$ cat config.mk
export PLATFORM = sky130hd
export DESIGN_NAME = cpu_trace_buffer
export DESIGN_NICKNAME = d
export VERILOG_FILES = /design/src/rtl/trace_pkg.sv /design/src/rtl/trace_ram.sv /design/src/rtl/cpu_trace_buffer.sv
export SDC_FILE = /design/constraint.sdc
export NUM_CORES = 2
export LEC_CHECK = 0
export BUFFER_PORTS_ARGS = -buffer_cell sky130_fd_sc_hd__buf_2
export CORE_UTILIZATION = 50
export DETAILED_ROUTE_END_ITERATION = 12
export PLACE_DENSITY = 0.65
export SLEW_MARGIN = 25
export SYNTH_ARGS = -nofsm -noshare
export SYNTH_HDL_FRONTEND = slang
export SYNTH_HIERARCHICAL = 1
export SYNTH_SLANG_ARGS = --single-unit
$ cat constraint.sdc
create_clock -name clk -period 14.95 [get_ports clk]
set_input_delay 2.2425 -clock clk [delete_from_list [all_inputs] [get_ports clk]]
set_output_delay 2.2425 -clock clk [all_outputs]
set_load 0.01 [all_outputs]
$ cat src/rtl/trace_pkg.sv
// Shared constants for the instruction-trace capture block: FSM state codes,
// capture-mode codes and the bit layout of the default probe word.
package trace_pkg;

  localparam logic [1:0] ST_IDLE    = 2'd0;
  localparam logic [1:0] ST_CAPTURE = 2'd1;
  localparam logic [1:0] ST_POST    = 2'd2;
  localparam logic [1:0] ST_FROZEN  = 2'd3;

  localparam logic [1:0] MODE_RING = 2'd0;
  localparam logic [1:0] MODE_STOP = 2'd1;
  localparam logic [1:0] MODE_TRIG = 2'd2;

  // Default 40-bit probe word is {hl[15:0], a[7:0], f[7:0], mem[7:0]}.
  localparam int PROBE_MEM_LSB = 0;
  localparam int PROBE_MEM_W   = 8;
  localparam int PROBE_F_LSB   = 8;
  localparam int PROBE_F_W     = 8;
  localparam int PROBE_A_LSB   = 16;
  localparam int PROBE_A_W     = 8;
  localparam int PROBE_HL_LSB  = 24;
  localparam int PROBE_HL_W    = 16;

endpackage

$ cat src/rtl/trace_ram.sv
// Trace record store: one synchronous write port, one asynchronous read port
// so the oldest record is presented on the readout stream with no added latency.
module trace_ram #(
  parameter int DEPTH  = 64,
  parameter int WIDTH  = 56,
  parameter int ADDR_W = $clog2(DEPTH)
) (
  input  logic              clk,
  input  logic              we,
  input  logic [ADDR_W-1:0] waddr,
  input  logic [WIDTH-1:0]  wdata,
  input  logic [ADDR_W-1:0] raddr,
  output logic [WIDTH-1:0]  rdata
);

  logic [WIDTH-1:0] mem [DEPTH];

  always_ff @(posedge clk) begin
    if (we) begin
      mem[waddr] <= wdata;
    end
  end

  assign rdata = mem[raddr];

endmodule

$ cat src/rtl/cpu_trace_buffer.sv
// Instruction-trace capture buffer: samples {pc, probe} once per M1 into a
// circular store under ring/stop/PC-trigger modes, then drains it oldest-first.
module cpu_trace_buffer
  import trace_pkg::*;
#(
  parameter int DEPTH   = 64,
  parameter int PROBE_W = 40,
  parameter int PC_W    = 16,
  parameter int ADDR_W  = $clog2(DEPTH)
) (
  input  logic                    clk,
  input  logic                    rst,
  input  logic                    sample_en,
  input  logic [PC_W-1:0]         sample_pc,
  input  logic [PROBE_W-1:0]      sample_probe,
  input  logic [1:0]              mode,
  input  logic                    arm,
  input  logic                    halt,
  input  logic [PC_W-1:0]         trig_pc,
  input  logic [ADDR_W-1:0]       post_trig,
  output logic                    rd_valid,
  input  logic                    rd_ready,
  output logic [PC_W+PROBE_W-1:0] rd_data,
  output logic [ADDR_W:0]         count,
  output logic [1:0]              state,
  output logic                    overflow,
  output logic                    triggered
);

  localparam int REC_W = PC_W + PROBE_W;
  localparam logic [ADDR_W:0]   CNT_FULL = (ADDR_W+1)'(DEPTH);
  localparam logic [ADDR_W:0]   CNT_ONE  = (ADDR_W+1)'(1);
  localparam logic [ADDR_W-1:0] PTR_ONE  = ADDR_W'(1);

  logic [1:0]        state_q, state_d;
  logic [ADDR_W-1:0] wr_ptr_q, wr_ptr_d;
  logic [ADDR_W-1:0] rd_ptr_q, rd_ptr_d;
  logic [ADDR_W:0]   count_q, count_d;
  logic              overflow_q, overflow_d;
  logic              triggered_q, triggered_d;
  logic [ADDR_W-1:0] post_cnt_q, post_cnt_d;
  logic [1:0]        mode_q, mode_d;
  logic [PC_W-1:0]   trig_pc_q, trig_pc_d;
  logic [ADDR_W-1:0] post_trig_q, post_trig_d;

  logic wr_en;
  logic rd_fire;
  logic trig_hit;

  assign wr_en    = sample_en && (state_q == ST_CAPTURE || state_q == ST_POST);
  assign rd_valid = (state_q == ST_FROZEN) && (count_q != '0);
  assign rd_fire  = rd_valid && rd_ready;
  assign trig_hit = wr_en && (state_q == ST_CAPTURE) && (mode_q == MODE_TRIG) &&
                    (sample_pc == trig_pc_q);

  always_comb begin
    state_d     = state_q;
    wr_ptr_d    = wr_ptr_q;
    rd_ptr_d    = rd_ptr_q;
    count_d     = count_q;
    overflow_d  = overflow_q;
    triggered_d = triggered_q;
    post_cnt_d  = post_cnt_q;
    mode_d      = mode_q;
    trig_pc_d   = trig_pc_q;
    post_trig_d = post_trig_q;

    case (state_q)
      ST_IDLE, ST_FROZEN: begin
        if (arm) begin
          state_d     = ST_CAPTURE;
          wr_ptr_d    = '0;
          rd_ptr_d    = '0;
          count_d     = '0;
          overflow_d  = 1'b0;
          triggered_d = 1'b0;
          post_cnt_d  = '0;
          mode_d      = mode;
          trig_pc_d   = trig_pc;
          // ADDR_W bits already cap post_trig at DEPTH-1, so the trigger record survives POST.
          post_trig_d = post_trig;
        end else if (rd_fire) begin
          rd_ptr_d = rd_ptr_q + PTR_ONE;
          count_d  = count_q - CNT_ONE;
        end
      end

      default: begin
        if (wr_en) begin
          wr_ptr_d = wr_ptr_q + PTR_ONE;
          if (count_q == CNT_FULL) begin
            rd_ptr_d   = rd_ptr_q + PTR_ONE;
            overflow_d = 1'b1;
          end else begin
            count_d = count_q + CNT_ONE;
          end
          if (trig_hit) begin
            triggered_d = 1'b1;
          end
          if (mode_q == MODE_STOP && count_q == CNT_FULL - CNT_ONE) begin
            state_d = ST_FROZEN;
          end else if (trig_hit) begin
            if (post_trig_q == '0) begin
              state_d = ST_FROZEN;
            end else begin
              state_d    = ST_POST;
              post_cnt_d = post_trig_q;
            end
          end else if (state_q == ST_POST) begin
            post_cnt_d = post_cnt_q - PTR_ONE;
            if (post_cnt_q == PTR_ONE) begin
              state_d = ST_FROZEN;
            end
          end
        end
        if (halt) begin
          state_d = ST_FROZEN;
        end
      end
    endcase
  end

  always_ff @(posedge clk) begin
    if (rst) begin
      state_q     <= ST_IDLE;
      wr_ptr_q    <= '0;
      rd_ptr_q    <= '0;
      count_q     <= '0;
      overflow_q  <= 1'b0;
      triggered_q <= 1'b0;
      post_cnt_q  <= '0;
      mode_q      <= MODE_RING;
      trig_pc_q   <= '0;
      post_trig_q <= '0;
    end else begin
      state_q     <= state_d;
      wr_ptr_q    <= wr_ptr_d;
      rd_ptr_q    <= rd_ptr_d;
      count_q     <= count_d;
      overflow_q  <= overflow_d;
      triggered_q <= triggered_d;
      post_cnt_q  <= post_cnt_d;
      mode_q      <= mode_d;
      trig_pc_q   <= trig_pc_d;
      post_trig_q <= post_trig_d;
    end
  end

  trace_ram #(
    .DEPTH (DEPTH),
    .WIDTH (REC_W),
    .ADDR_W(ADDR_W)
  ) u_ram (
    .clk  (clk),
    .we   (wr_en),
    .waddr(wr_ptr_q),
    .wdata({sample_pc, sample_probe}),
    .raddr(rd_ptr_q),
    .rdata(rd_data)
  );

  assign count     = count_q;
  assign state     = state_q;
  assign overflow  = overflow_q;
  assign triggered = triggered_q;

endmodule

==> results.cfg <==
[grt]
grt.overflow.total = 0
first_global_vias = 69345
use_met3 = 0.0591
met2_usage = 0.440
grt_pass1_wl_mm = 546
grt.busiest_layer = met2
use_met1 = 0.399
grt_max_degree = 107
track_usage = 0.283
antenna_found_initial = 36

[sta]
fin_setup_tns_ns = 0
rsz0062_at_grt = false
fmax_mhz = 120
hold_viol_final = 0
finalCritPeriodShare = 0.555
setup_viol = 0
tightest_slew_ns = 1.13
slew_viol_final = 0
hold_ws_ns = 0.466
fin_crit_ns = 8.30
skew_ns = 0.0437
slew_headroom = 0.250

[place]
port_buffers = 153
numPlacedInstances = 9952
routabilityCongestion = 0.831
dp_hpwl_mm = 210

[route]
drtIter0Drc = 10984
route.detailed.drc = 0
drt_wl_total_mm = 397
drt.antenna.violating_nets = 0
vias_per_cell = 6.71
dr.pass1.iters = 5
dr_total_vias = 71243
wire_per_inst_um = 37.4

[worst_hold_path]
min-delay-path-class = reg -> reg
holdPathStages = 2

[setup_path]
critPathKind = reg -> out
end_kind = output pin
cp.arrival_ns = 6.06
required_ns = 12.71
worstRegToRegCells = 10
cp_common_cell = buf_4
critPathLaunchType = register
cp_cell_sequence = buf_4 > buf_4 > buf_4 > mux2_2 > o21ai_0 > a21oi_1 > o21ai_0 > a311oi_1 > buf_2
critPathMaxFanout = 52
slowest_stage = buf_4
slowest_delay_ns = 0.87

[clock_network]
cts.htree.levels = 5
cts_made_buffers = 363
postCtsHoldBufs = 0
clk_pin_slew_ns = 0.06
cts_tree = yes
cts_buffer_depth = 4
cts.sinks = 3637
cts_resized = 0
root_buffer = clkbuf_16
clock_latency_ns = 0.92
post_cts_buffers = 0

[synth]
synth_area_per_cell_um2 = 22.2
synthesis.nets = 6344
syn-instance-count = 6248
synth_edf_count = 3584
netlist_area_mm2 = 0.139
ys_seq_area_frac = 0.784
async_flop_share = 0
yosys_register_bits = 3637
synth_cell_types = 72
synth_ff_type = edfxtp_1
ys_warn_count = 6

[run]
max_cap_violations = 0

[cells_and_area]
fillers = 19874
fin_util = 0.568
layout_common_cells = edfxtp_1, mux4_2, clkbuf_16
drive_gt1_frac = 0.261
fin_cells = 10614
final_nets = 6727
areaGrowthSynthToFinish_pct = 12.4
final_common_cell = edfxtp_1

[die]
initial_core_util = 0.505
die-area_mm2 = 0.279
rows = 192
core_area_mm2 = 0.275
chipWidth_um = 529
ioPinCount = 154
fp.dieH_um = 529

[run_status]
status = complete, no violations

[power]
peakVddDrop_mv = 0.102
powerDensity_mw_per_mm2 = 141
cellLeakagePower_nw = 47.3
==> critical path: cells and delay by family (launching register included) <==
family,cells,cell delay (ns)
flops,1,0.80
compound gates,4,1.09
mux,1,0.30
buf+inv,4,2.71
==> layer usage <==
layer	part of all wire	vias up	routed length [µm]
li1	-	27455	-
met1	0.37	38291	148000
met2	0.47	4691	186000
met3	0.12	794	46900
met4	0.041	12	16300
met5	0.00033	-	129
==> per-stage QoR <==
step                total power, W  area, µm²  setup slack, ns
floorplan                   0.0130     139000             7.76
global placement            0.0135     144000             7.51
detailed placement          0.0136     145000             7.56
CTS                         0.0221     156000             6.61
global route                0.0226     156000             6.26
finish                      0.0220     156000             6.65
==> worst paths after layout <==
path / startpoint / end / slack [ns]
worst min register to register: trig_pc_q[13]$_SDFFE_PP0P_ / trig_pc_q[13]$_SDFFE_PP0P_ / 0.47
worst max register to register: state[0]$_SDFFE_PP0P_ / u_ram/mem[62][13]$_DFFE_PP_ / 9.47
worst max-delay path: rd_ptr_q[0]$_SDFFE_PP0P_ / rd_data[12] / 6.65
worst min-delay path: trig_pc_q[13]$_SDFFE_PP0P_ / trig_pc_q[13]$_SDFFE_PP0P_ / 0.47
==> sequential cells by signal (all words and copies together) (netlist names), 6 cells and up <==
signal,cells
post_cnt_q,6
wr_ptr_q,6
rd_ptr_q,6
count,7
trig_pc_q,16
u_ram/mem,3584
post_trig_q,6
==> kinds of logic after synthesis <==
logic type | after synthesis | synth area share
DFF | 3637 | 0.784
AOI/OAI and AO/OA | 674 | 0.0333
xor gates and xnor gates | 21 | 0.00133
adders and majority gates | 10 | 0.000902
muxes | 1056 | 0.149
and+or+nand+nor | 471 | 0.0167
buffers and inverters | 379 | 0.0150
==> final cells by class <==
class / count / area, µm² / area share
repair buffers: 379 / 2820 / 0.0181
flip-flops and latches: 3637 / 109000 / 0.697
multi-input cells: 2232 / 28500 / 0.183
inverters: 18 / 72.6 / 0.000466
clock buffers: 458 / 9570 / 0.0614
diodes: 14 / 35.0 / 0.000225
well taps: 3686 / 4610 / 0.0296
clock inverters: 190 / 1620 / 0.0104
==> report_power, final <==
| group | switching (W) | total (W) | internal (W) |
|---|---|---|---|
| combinational | 0.00113 | 0.00207 | 0.000932 |
| clock | 0.00375 | 0.00869 | 0.00494 |
| sequential | 0.0000410 | 0.0113 | 0.0112 |
| total | 0.00493 | 0.0220 | 0.0171 |
==> Yosys cell counts (4+ instances only) <==
library cell,n,area share
edfxtp_1,3584,0.78
a41oi_1,4,0.00025
a211oi_1,40,0.0022
or2_2,6,0.00027
o21ai_0,46,0.0017
xor2_1,18,0.0011
inv_1,16,0.00043
a22oi_1,76,0.0041
and3_1,15,0.00068
a21oi_1,60,0.0022
a311oi_1,23,0.0015
nand4_1,29,0.0013
mux2_2,31,0.0025
dfxtp_1,53,0.0077
buf_4,64,0.0035
nor2b_1,16,0.00072
nand3_1,37,0.0013
o21ai_1,19,0.00069
nand2b_1,10,0.00045
o221ai_1,57,0.0036
buf_6,34,0.0028
a211o_1,10,0.00063
buf_1,16,0.00043
nor2_1,119,0.0032
ha_1,10,0.00090
o211a_1,8,0.00058
nor3_1,17,0.00061
buf_2,108,0.0039
clkbuf_1,136,0.0037
mux2i_1,222,0.016
and2_1,18,0.00081
or3_1,7,0.00032
a41o_1,9,0.00065
o22ai_1,252,0.011
nor4_1,41,0.0018
mux4_2,803,0.13
o211ai_1,7,0.00038
o21a_1,35,0.0019
nand2_1,134,0.0036
No activity file was read; power rests on OpenSTA's default activity.
